`src/rtl/list_stream_pkg.sv`:
```
// Shared types and constants for the list-stream prefetch buffer.
// Holds the default element width, the fetch FSM encoding and the level-width helper.
package list_stream_pkg;

   localparam int LIST_WIDTH = 8;

   typedef enum logic [1:0] {
      IDLE = 2'd0,
      REQ  = 2'd1,
      DROP = 2'd2
   } fetch_state_t;

   // Occupancy counter needs one extra bit so that a full FIFO (level == DEPTH) is representable.
   function automatic int level_width(input int depth);
      return $clog2(depth) + 1;
   endfunction

endpackage

```
`src/rtl/list_prefetch_buffer_if.sv`:
```
// req/ack list-stream link: the consumer raises req, the producer answers with a one-cycle ack
// carrying value/value_valid (value_valid=0 marks end of list).
interface list_prefetch_buffer_if
   import list_stream_pkg::*;
#(
   parameter int WIDTH = LIST_WIDTH
);
   logic             req;
   logic             ack;
   logic [WIDTH-1:0] value;
   logic             value_valid;

   modport master (input req, output ack, output value, output value_valid);
   modport slave  (output req, input ack, input value, input value_valid);
endinterface

```
`src/rtl/list_fifo_mem.sv`:
```
// Plain DEPTH x WIDTH circular buffer with push/pop/flush and an occupancy count.
// DEPTH must be a power of two so the pointers wrap naturally.
module list_fifo_mem #(
   parameter int WIDTH = 8,
   parameter int DEPTH = 4
) (
   input  logic                     clock,
   input  logic                     reset,
   input  logic                     flush,
   input  logic                     push,
   input  logic [WIDTH-1:0]         push_data,
   input  logic                     pop,
   output logic [WIDTH-1:0]         head,
   output logic [$clog2(DEPTH):0]   level
);
   localparam int PTR_W = $clog2(DEPTH);
   localparam int LVL_W = PTR_W + 1;

   logic [WIDTH-1:0] mem_q [DEPTH];
   logic [WIDTH-1:0] mem_d [DEPTH];
   logic [PTR_W-1:0] wr_ptr_q, wr_ptr_d;
   logic [PTR_W-1:0] rd_ptr_q, rd_ptr_d;
   logic [LVL_W-1:0] level_q, level_d;
   logic             do_push_s;
   logic             do_pop_s;

   // Next-state for storage, pointers and occupancy; overflow/underflow requests are dropped.
   always_comb begin
      do_push_s = push & (level_q != LVL_W'(DEPTH));
      do_pop_s  = pop & (level_q != {LVL_W{1'b0}});
      mem_d     = mem_q;
      wr_ptr_d  = wr_ptr_q;
      rd_ptr_d  = rd_ptr_q;
      level_d   = level_q;
      if (flush) begin
         wr_ptr_d = {PTR_W{1'b0}};
         rd_ptr_d = {PTR_W{1'b0}};
         level_d  = {LVL_W{1'b0}};
      end else begin
         if (do_push_s) begin
            mem_d[wr_ptr_q] = push_data;
            wr_ptr_d        = wr_ptr_q + PTR_W'(1);
         end else begin
            wr_ptr_d = wr_ptr_q;
         end
         if (do_pop_s) begin
            rd_ptr_d = rd_ptr_q + PTR_W'(1);
         end else begin
            rd_ptr_d = rd_ptr_q;
         end
         case ({do_push_s, do_pop_s})
            2'b10:   level_d = level_q + LVL_W'(1);
            2'b01:   level_d = level_q - LVL_W'(1);
            default: level_d = level_q;
         endcase
      end
   end

   // Storage and pointer registers.
   always_ff @(posedge clock or posedge reset) begin
      if (reset) begin
         for (int i = 0; i < DEPTH; i++) begin
            mem_q[i] <= {WIDTH{1'b0}};
         end
         wr_ptr_q <= {PTR_W{1'b0}};
         rd_ptr_q <= {PTR_W{1'b0}};
         level_q  <= {LVL_W{1'b0}};
      end else begin
         mem_q    <= mem_d;
         wr_ptr_q <= wr_ptr_d;
         rd_ptr_q <= rd_ptr_d;
         level_q  <= level_d;
      end
   end

   assign head  = mem_q[rd_ptr_q];
   assign level = level_q;

endmodule

```
`src/rtl/list_prefetch_buffer.sv`:
```
// Prefetching FIFO between a lazy list producer (src) and its consumer (dst), replaying end-of-list.
// Optional LIST_PREFETCH_BYPASS_EN: a cold-start element goes straight to the consumer, skipping the FIFO.
module list_prefetch_buffer
   import list_stream_pkg::*;
#(
   parameter int WIDTH = LIST_WIDTH,
   parameter int DEPTH = 4
) (
   input  logic                   clock,
   input  logic                   reset,
   input  logic                   ready,
   list_prefetch_buffer_if.slave  src,
   list_prefetch_buffer_if.master dst,
   output logic [$clog2(DEPTH):0] level
);
   localparam int LVL_W = level_width(DEPTH);
`ifdef LIST_PREFETCH_BYPASS_EN
   localparam bit BYPASS_EN = 1'b1;
`else
   localparam bit BYPASS_EN = 1'b0;
`endif

   fetch_state_t     state_q, state_d;
   logic             end_seen_q, end_seen_d;
   logic             pending_q, pending_d;
   logic             last_req_q, last_req_d;
   logic             ack_q, ack_d;
   logic [WIDTH-1:0] value_q, value_d;
   logic             value_valid_q, value_valid_d;

   logic             src_req_s;
   logic             edge_s, want_s, src_hit_s, bypass_s;
   logic             push_s, pop_s, flush_s, fifo_empty_s, fifo_room_s;
   logic [WIDTH-1:0] fifo_head_s;
   logic [LVL_W-1:0] fifo_level_s;

   list_fifo_mem #(.WIDTH(WIDTH), .DEPTH(DEPTH)) u_fifo (
      .clock     (clock),
      .reset     (reset),
      .flush     (flush_s),
      .push      (push_s),
      .push_data (src.value),
      .pop       (pop_s),
      .head      (fifo_head_s),
      .level     (fifo_level_s)
   );

   assign flush_s      = ~ready;
   assign fifo_empty_s = (fifo_level_s == {LVL_W{1'b0}});
   assign fifo_room_s  = (fifo_level_s < LVL_W'(DEPTH));
   assign edge_s       = dst.req & ~last_req_q;
   assign want_s       = pending_q | edge_s;
   assign src_hit_s    = (state_q == REQ) & src.ack;

   // Fetch FSM next state; only one upstream fetch is ever in flight, so the reserved slot cannot overflow.
   always_comb begin
      state_d = state_q;
      if (!ready) begin
         state_d = IDLE;
      end else begin
         case (state_q)
            IDLE: begin
               if (!end_seen_q && fifo_room_s) state_d = REQ;
               else                            state_d = IDLE;
            end
            REQ: begin
               if (src.ack) state_d = DROP;
               else         state_d = REQ;
            end
            DROP:    state_d = IDLE;
            default: state_d = IDLE;
         endcase
      end
   end

   // Fetch FSM outputs.
   always_comb begin
      src_req_s = (state_q == REQ);
   end

   // Consumer service: buffered data first, then the end marker, else hold the request pending.
   always_comb begin
      ack_d         = 1'b0;
      value_d       = value_q;
      value_valid_d = value_valid_q;
      pending_d     = pending_q;
      end_seen_d    = end_seen_q;
      last_req_d    = last_req_q;
      pop_s         = 1'b0;
      push_s        = 1'b0;
      bypass_s      = 1'b0;
      if (!ready) begin
         last_req_d    = 1'b0;
         pending_d     = 1'b0;
         end_seen_d    = 1'b0;
         value_valid_d = 1'b0;
      end else begin
         last_req_d = dst.req;
         if (want_s) begin
            if (!fifo_empty_s) begin
               ack_d         = 1'b1;
               value_d       = fifo_head_s;
               value_valid_d = 1'b1;
               pop_s         = 1'b1;
               pending_d     = 1'b0;
            end else if (end_seen_q) begin
               ack_d         = 1'b1;
               value_valid_d = 1'b0;
               pending_d     = 1'b0;
            end else if (BYPASS_EN && src_hit_s) begin
               ack_d         = 1'b1;
               value_d       = src.value_valid ? src.value : value_q;
               value_valid_d = src.value_valid;
               pending_d     = 1'b0;
               bypass_s      = 1'b1;
            end else begin
               pending_d = 1'b1;
            end
         end else begin
            pending_d = 1'b0;
         end
         push_s     = src_hit_s & src.value_valid & ~bypass_s;
         end_seen_d = end_seen_q | (src_hit_s & ~src.value_valid);
      end
   end

   // State register for the FSM and consumer-side flops.
   always_ff @(posedge clock or posedge reset) begin
      if (reset) begin
         state_q       <= IDLE;
         end_seen_q    <= 1'b0;
         pending_q     <= 1'b0;
         last_req_q    <= 1'b0;
         ack_q         <= 1'b0;
         value_q       <= {WIDTH{1'b0}};
         value_valid_q <= 1'b0;
      end else begin
         state_q       <= state_d;
         end_seen_q    <= end_seen_d;
         pending_q     <= pending_d;
         last_req_q    <= last_req_d;
         ack_q         <= ack_d;
         value_q       <= value_d;
         value_valid_q <= value_valid_d;
      end
   end

   assign src.req         = src_req_s;
   assign dst.ack         = ack_q;
   assign dst.value       = value_q;
   assign dst.value_valid = value_valid_q;
   assign level           = fifo_level_s;

endmodule

```
`src/flat_wrapper.sv`:
```
// flat-port wrapper written by rule: the top's interface ports become plain ports
module list_prefetch_buffer_flat import list_stream_pkg::*;
#(
   parameter int WIDTH = LIST_WIDTH,
   parameter int DEPTH = 4
)
  (clock, reset, ready, level, src_req, src_ack, src_value, src_value_valid, dst_req, dst_ack, dst_value, dst_value_valid);
  list_prefetch_buffer_if #(.WIDTH(WIDTH)) src_i ();
  list_prefetch_buffer_if #(.WIDTH(WIDTH)) dst_i ();
  input  logic clock;
  input  logic reset;
  input  logic ready;
  output logic [$clog2(DEPTH):0] level;
  output wire logic [$bits(src_i.req)-1:0] src_req;
  input wire logic [$bits(src_i.ack)-1:0] src_ack;
  input wire logic [$bits(src_i.value)-1:0] src_value;
  input wire logic [$bits(src_i.value_valid)-1:0] src_value_valid;
  input wire logic [$bits(dst_i.req)-1:0] dst_req;
  output wire logic [$bits(dst_i.ack)-1:0] dst_ack;
  output wire logic [$bits(dst_i.value)-1:0] dst_value;
  output wire logic [$bits(dst_i.value_valid)-1:0] dst_value_valid;
  assign src_req = src_i.req;
  assign src_i.ack = src_ack;
  assign src_i.value = src_value;
  assign src_i.value_valid = src_value_valid;
  assign dst_i.req = dst_req;
  assign dst_ack = dst_i.ack;
  assign dst_value = dst_i.value;
  assign dst_value_valid = dst_i.value_valid;
  list_prefetch_buffer #(.WIDTH(WIDTH), .DEPTH(DEPTH)) u_core (.clock(clock), .reset(reset), .ready(ready), .src(src_i), .dst(dst_i), .level(level));
endmodule
```
`config.mk`:
```
export PLATFORM = sky130hd
export DESIGN_NAME = list_prefetch_buffer_flat
export DESIGN_NICKNAME = d
export VERILOG_FILES = /design/src/rtl/list_stream_pkg.sv /design/src/rtl/list_prefetch_buffer_if.sv /design/src/rtl/list_fifo_mem.sv /design/src/rtl/list_prefetch_buffer.sv /design/src/flat_wrapper.sv
export SDC_FILE = /design/constraint.sdc
export NUM_CORES = 1
export LEC_CHECK = 0
export ABC_AREA = 1
export CORE_AREA = 2 2 79 81
export DETAILED_ROUTE_END_ITERATION = 10
export DIE_AREA = 0 0 81 83
export GPL_TIMING_DRIVEN = 1
export PLACE_DENSITY = 0.67
export SYNTH_ARGS = -nofsm -noshare
export SYNTH_HDL_FRONTEND = slang
export SYNTH_SLANG_ARGS = --single-unit
```
`constraint.sdc`:
```
create_clock -name clock -period 1.9 [get_ports clock]
set_input_delay 0.38 -clock clock [delete_from_list [all_inputs] [get_ports clock]]
set_output_delay 0.38 -clock clock [all_outputs]
set_load 0.01 [all_outputs]
```
### Word level (Yosys, flattened, before mapping)

Cells that the tools add are included.

| storage, ports and cells | value |
|---|---|
| logic and storage cells | 87 |
| register bits | 54 |

| operators by class | value |
|---|---|
| equal/unequal tests | 9 |
| add/sub/neg operators | 4 |
| bitwise operators | 13 |
| mux-type cells | 34 |
| reductions and logical operators | 9 |
| magnitude comparators | 4 |

Operators by type and width:

| kind | count |
|---|---|
| bitwise mux 32 bit | 1 |
| two-way mux 8 bit | 3 |
| two-way mux 1 bit | 19 |
| binary-select mux 8 bit (select 2 bit) | 1 |
| demux 8 bit (select 2 bit) | 1 |
| two-way mux 2 bit | 6 |
| AND 1 bit | 6 |
| greater-or-equal comparator 3 bit, second input constant | 2 |
| != test 2 x 1 -> 1 bit, second input constant | 3 |
| NOT 2 -> 3 bit | 2 |
| case mux 3 bit (2 select lines) | 1 |
| adder 2 x 1 -> 2 bit, second input constant | 2 |
| equality test 2 x 1 -> 1 bit, second input constant | 2 |
| case mux 2 bit (2 select lines) | 1 |
| AND reduction 2 bit | 2 |
| adder 3 x 1 -> 3 bit, second input constant | 1 |
| zero test 3 bit | 1 |
| less-than comparator 3 x 1 -> 1 bit, second input constant | 1 |
| less-than comparator 3 bit, second input constant | 1 |
| two-way mux 3 bit | 1 |
| != test 3 x 1 -> 1 bit, second input constant | 1 |
| != test 3 x 2 -> 1 bit, second input constant | 1 |
| != test 3 bit, second input constant | 1 |
| NOT 1 bit | 3 |
| 8 further kinds | 10 |

### Depth between registers and ports, before layout

| logic depth | value |
|---|---|
| word-level depth | 9 |
| mapped depth | 13 |
| gate-level depth less buffers | 12 |

### Hierarchy

Synthesis repeated with hierarchy kept, for this count alone.

| unflattened totals | value |
|---|---|
| cells, all modules | 288 |
| area total of the unflattened synthesis | 2586.2 um^2 |

By module, submodules not included:

| module | cells each | area an instance (um^2) | instances | sequential area each (um^2) |
|---|---|---|---|---|
| list_fifo_mem | 211 | 1913.1 | 1 | 975.9 |
| list_prefetch_buffer | 77 | 673.1 | 1 | 375.4 |

### Worst setup path before layout

OpenSTA, ideal clock, no wires.

| timing path | value |
|---|---|
| path kind | input to register |
| from | input port ready |
| to | register u_core.u_fifo.level_q[2] (netlist: u_core.u_fifo.level[2]) |
| stages on the path | 13 |
| data required time | 1.784 ns |
| path buffers | 1 |
| data arrival time | 1.722 ns |
| slack | 0.061 ns |
| setup time | 0.116 ns |
| path through | buf_4 inv_2 nor2_1 nand3_1 nor2_2 nor2_1 fa_1 xnor2_1 inv_1 nand2_1 nand2_1 nand2_1 nand2_1 |

| on the way | value |
|---|---|
| longest elaborated chain between the ends | 5 |
| elaborated cells on any way between the ends | 9 |

Ends and longest elaborated chain:

| item | RTL line | source |
|---|---|---|
| from (decl) | flat_wrapper.sv:12 | `input logic ready;` |
| two-way mux 1 bit | list_prefetch_buffer.sv:92 | `if (!ready) begin` |
| AND 1 bit (on tied branches) | list_fifo_mem.sv:30, list_fifo_mem.sv:29 |  |
| equality test 2 x 1 -> 1 bit / equality test 2 bit (equally long branches) | list_fifo_mem.sv:51 | `case ({do_push_s, do_pop_s})` |
| case mux 3 bit (2 select lines) | list_fifo_mem.sv:51 |  |
| two-way mux 3 bit | list_fifo_mem.sv:35 | `if (flush) begin` |
| to (signal assigned) | list_fifo_mem.sv:67 | `level_q <= {LVL_W{1'b0}};` |
| to (signal assigned) | list_fifo_mem.sv:72 | `level_q <= level_d;` |
| to (decl) | list_fifo_mem.sv:23 | `logic [LVL_W-1:0] level_q, level_d;` |

Parallel ways exist; a longest one is shown, timed or not.
A chain may end at the register's enable or synchronous reset.

### Worst setup path after layout

| timing path | value |
|---|---|
| from | input port src_ack |
| to | register u_core.u_fifo.level_q[2] (netlist: u_core.u_fifo.level[2]) |

| on the way | value |
|---|---|
| longest elaborated chain between the ends | 7 |
| elaborated cells on any way between the ends | 9 |

Ends and longest elaborated chain:

| item | RTL line | source |
|---|---|---|
| from (decl) | flat_wrapper.sv:15 | `input wire logic [$bits(src_i.ack)-1:0] src_ack;` |
| AND 1 bit (*) | list_prefetch_buffer.sv:53 | `assign src_hit_s = (state_q == REQ) & src.ack;` |
| AND 1 bit (*) | list_prefetch_buffer.sv:122 | `push_s = src_hit_s & src.value_valid & ~bypass_s;` |
| two-way mux 1 bit (*) | list_prefetch_buffer.sv:92 |  |
| AND 1 bit (*) | list_fifo_mem.sv:29 | `do_push_s = push & (level_q != LVL_W'(DEPTH));` |
| equality test 2 x 1 -> 1 bit / equality test 2 bit (equally long branches) | list_fifo_mem.sv:51 |  |
| case mux 3 bit (2 select lines) | list_fifo_mem.sv:51 |  |
| two-way mux 3 bit | list_fifo_mem.sv:35 |  |

Mark *: on every way between the ends. The rest lies on a longest branch, timed or not.

==> metrics.cfg <==
[final_layout]
fillers=572
fin_util_pct=54.41
num_antenna_cells=0
drive_gt1_share_pct=13.24
multi_input_area_mm2=0.001067
syn_to_final_growth_pct=23.13
seq_area_mm2=0.001351
nNetsFinal=374
final_cell_area_mm2=0.003164

[clock_tree]
clock_latency_ns=0.32
htree_levels=2
cts_tree=built
clockBufferDepth=2
cts_root_buf=clkbuf_8
clk_pin_slew_ns=0.10
numCtsBuffers=5
cts_setup_buffers=0
cts_sinks=54

[setup_path]
crit_path_top_delay_cell=clkdlybuf4s50_1
cp_cell_sequence=clkdlybuf4s50_1 > nand2_2 > inv_2 > nand3_2 > nor2_4 > nor2_2 > fa_2 > xnor2_2 > inv_1 > nand2_1 > nand2_1 > nand2_1 > nand2_1
crit_required_ns=2.12
end_kind=flip-flop
worstSetupPathType=input pin to flip-flop
critPathTopFamily=buffers and inverters
cp_common_cell=nand2_1
arrival_ns=2.02
start_kind=input pin
path_buf_inv=3
path_max_fanout=2
max_stage_delay_ns=0.47

[synthesis]
syn_inst=312
synthArstFlopShare_pct=100.0
synth_flop_cell=dfrtp_1
ys.warnings.count=0
seq_area_frac_synth_pct=52.58
yosys.cell_types.count=23
syn-num-nets=331
synth_edf_count=0
synth_most_common_cell=nand2_1
synth_commonest_cells=nand2_1 (106), dfrtp_1 (54), o21ai_0 (36)
synth.area.top_cells=dfrtp_1 (53%), nand2_1 (15%), o21ai_0 (7.0%), o21ai_1 (4.5%), inv_1 (3.8%)
synth-seq-cells=54
yosys.area.top_type=dfrtp_1
synthesis.area_mm2=0.002570
synth_top_area_share_pct=52.58
syn_area_per_cell_um2=8.237

[power]
peakVddDrop_v=0.0004155
p_per_area_mw_per_mm2=867.6
p_leak_nw=1.603

[place]
gp_congestion=0.8012
post_dp_cell_area_mm2=0.003047
dp.final_hpwl_mm=4.010
io_buffers=27

[sta]
slew_violations=0
final.min_clock_period_ns=1.799
fin_tns_setup_ns=0
setup_violations=0
relSlewSlack_pct=60.87
timing.final.hold_violations=0
period_share_pct=94.66
max_freq_mhz=556.0
finalClockSkew_ns=0.01442
tightest_slew_ns=0.5870

[global_route]
antenna_found_initial=0
grt_pass1_wl_mm=9.742
grt_pass1_vias=2043
grt_overflow=0
grt_max_degree=25
groute.usage.overall_pct=18.76

[routing]
drtAntennaViolNets=0
num_vias=2115
routedWlPerCell_um=13.04
dr.pass1.iters=4
vias_per_cell=4.919
wirelength_mm=5.606
drc_errors=0
drtIter0Drc=130

[floorplanning]
dieArea_mm2=0.006723
top_level_ports=28
die_w_um=81
die_h_um=83
std_cell_rows=28
core_area_mm2=0.005816
initial_core_util_pct=44.19

[run]
maxCapViolCount=0

[status]
outcome=complete, no violations

[worst_hold_path]
hp-class=input pin to async pin

final timing paths:
check	slack, ns	end	startpoint	cells past startpoint
max in group asynchronous	1.06	u_core.end_seen_q	reset	3
setup / recovery	0.10	u_core.u_fifo.level[2]	src_ack	13
hold / removal	0.37	u_core.u_fifo.mem_q[16]	reset	2
setup reg to reg	0.16	u_core.u_fifo.level[2]	u_core.u_fifo.level[0]	11
hold reg to reg	0.48	u_core.u_fifo.mem_q[14]	u_core.u_fifo.mem_q[14]	2
min in group clock	0.48	u_core.u_fifo.mem_q[14]	u_core.u_fifo.mem_q[14]	2
worst register-to-register path, cell delays in order, from the launching register on:
cell and delay (ns):
dfrtp_1 0.40, nor2_2 0.17, nand2_1 0.09, nand3_1 0.13, nor2_2 0.07, fa_2 0.37, xnor2_2 0.17, inv_1 0.05
nand2_1 0.06, nand2_1 0.05, nand2_1 0.05, nand2_1 0.04
through the flow:
step	hold slack [ns]	power (mW)	setup WS (ns)	std cells
after global placement	0.4559	2.113	-0.2755	423
after global routing	0.4243	2.911	-0.009030	430
final	0.3729	2.745	0.1014	430
after CTS	0.3959	2.768	0.01359	430
after floorplan	0.4411	1.771	0.06113	312
after detailed placement	0.4630	2.130	-0.3364	423
timing repair:
item | CTS | global route
hold buffers | 0 | 0
pin swaps | 1 | 4
gates resized for setup | 0 | 10
setup endpoints to repair | 1 | 2
where the power goes:
part | leakage, nW | internal (mW) | switching (mW) | total [mW]
Clock | 0.0444 | 0.256 | 0.383 | 0.638
Combinational | 0.869 | 0.340 | 0.365 | 0.705
Sequential | 0.690 | 1.32 | 0.0859 | 1.40
placed cells by master, fill, tap and decap left out, drive strengths merged:
cell           netlist  final
nand2              107    107
dlymetal6s2s         0      1
nor3                 3      3
nand3                7      7
dfrtp               54     54
clkdlybuf4s50        0     26
inv                 28     29
fa                   1      1
a21oi               12     12
clkbuf               3      5
clkinv               1      2
buf                  8     20
nor2                24     24
o21ai               59     59
xnor2                1      1
ha                   4      4
metal layers:
layer	up-vias	track usage, %	routed length, µm
met3	7	3.696	248
met5	-	0	0
met4	0	5.855	85
met1	989	27.07	2586
li1	1073	-	-
met2	46	28.40	2685
sequential cells by signal (all words and copies together) (netlist names):
name and cells:
u_core.u_fifo.wr_ptr_q 2, u_core.dst.ack 1, u_core.dst.value 8, u_core.end_seen_q 1, u_core.u_fifo.rd_ptr_q 2, u_core.u_fifo.mem_q 32, u_core.state_q 2, u_core.pending_q 1
u_core.dst.value_valid 1, u_core.last_req_q 1, u_core.u_fifo.level 3
cell families (layout without fill, tap and decap cells):
family,after synthesis,in the layout,share of synthesized area [%]
simple gates,141,141,23.22
compound gates,71,71,13.97
flops,54,54,52.58
buf+inv,40,83,7.156
fa+ha+maj,5,5,2.726
xor+xnor,1,1,0.3409
cell type report:
class | instances | share of cell area [%]
repair buffers | 47 | 14.55
well taps | 75 | 2.966
inverters | 29 | 3.440
clock inverters | 2 | 0.4350
multi-input cells | 218 | 33.73
flip-flops and latches | 54 | 42.70
clock buffers | 5 | 2.175
Note: power is estimated with default switching activity, not from simulation.
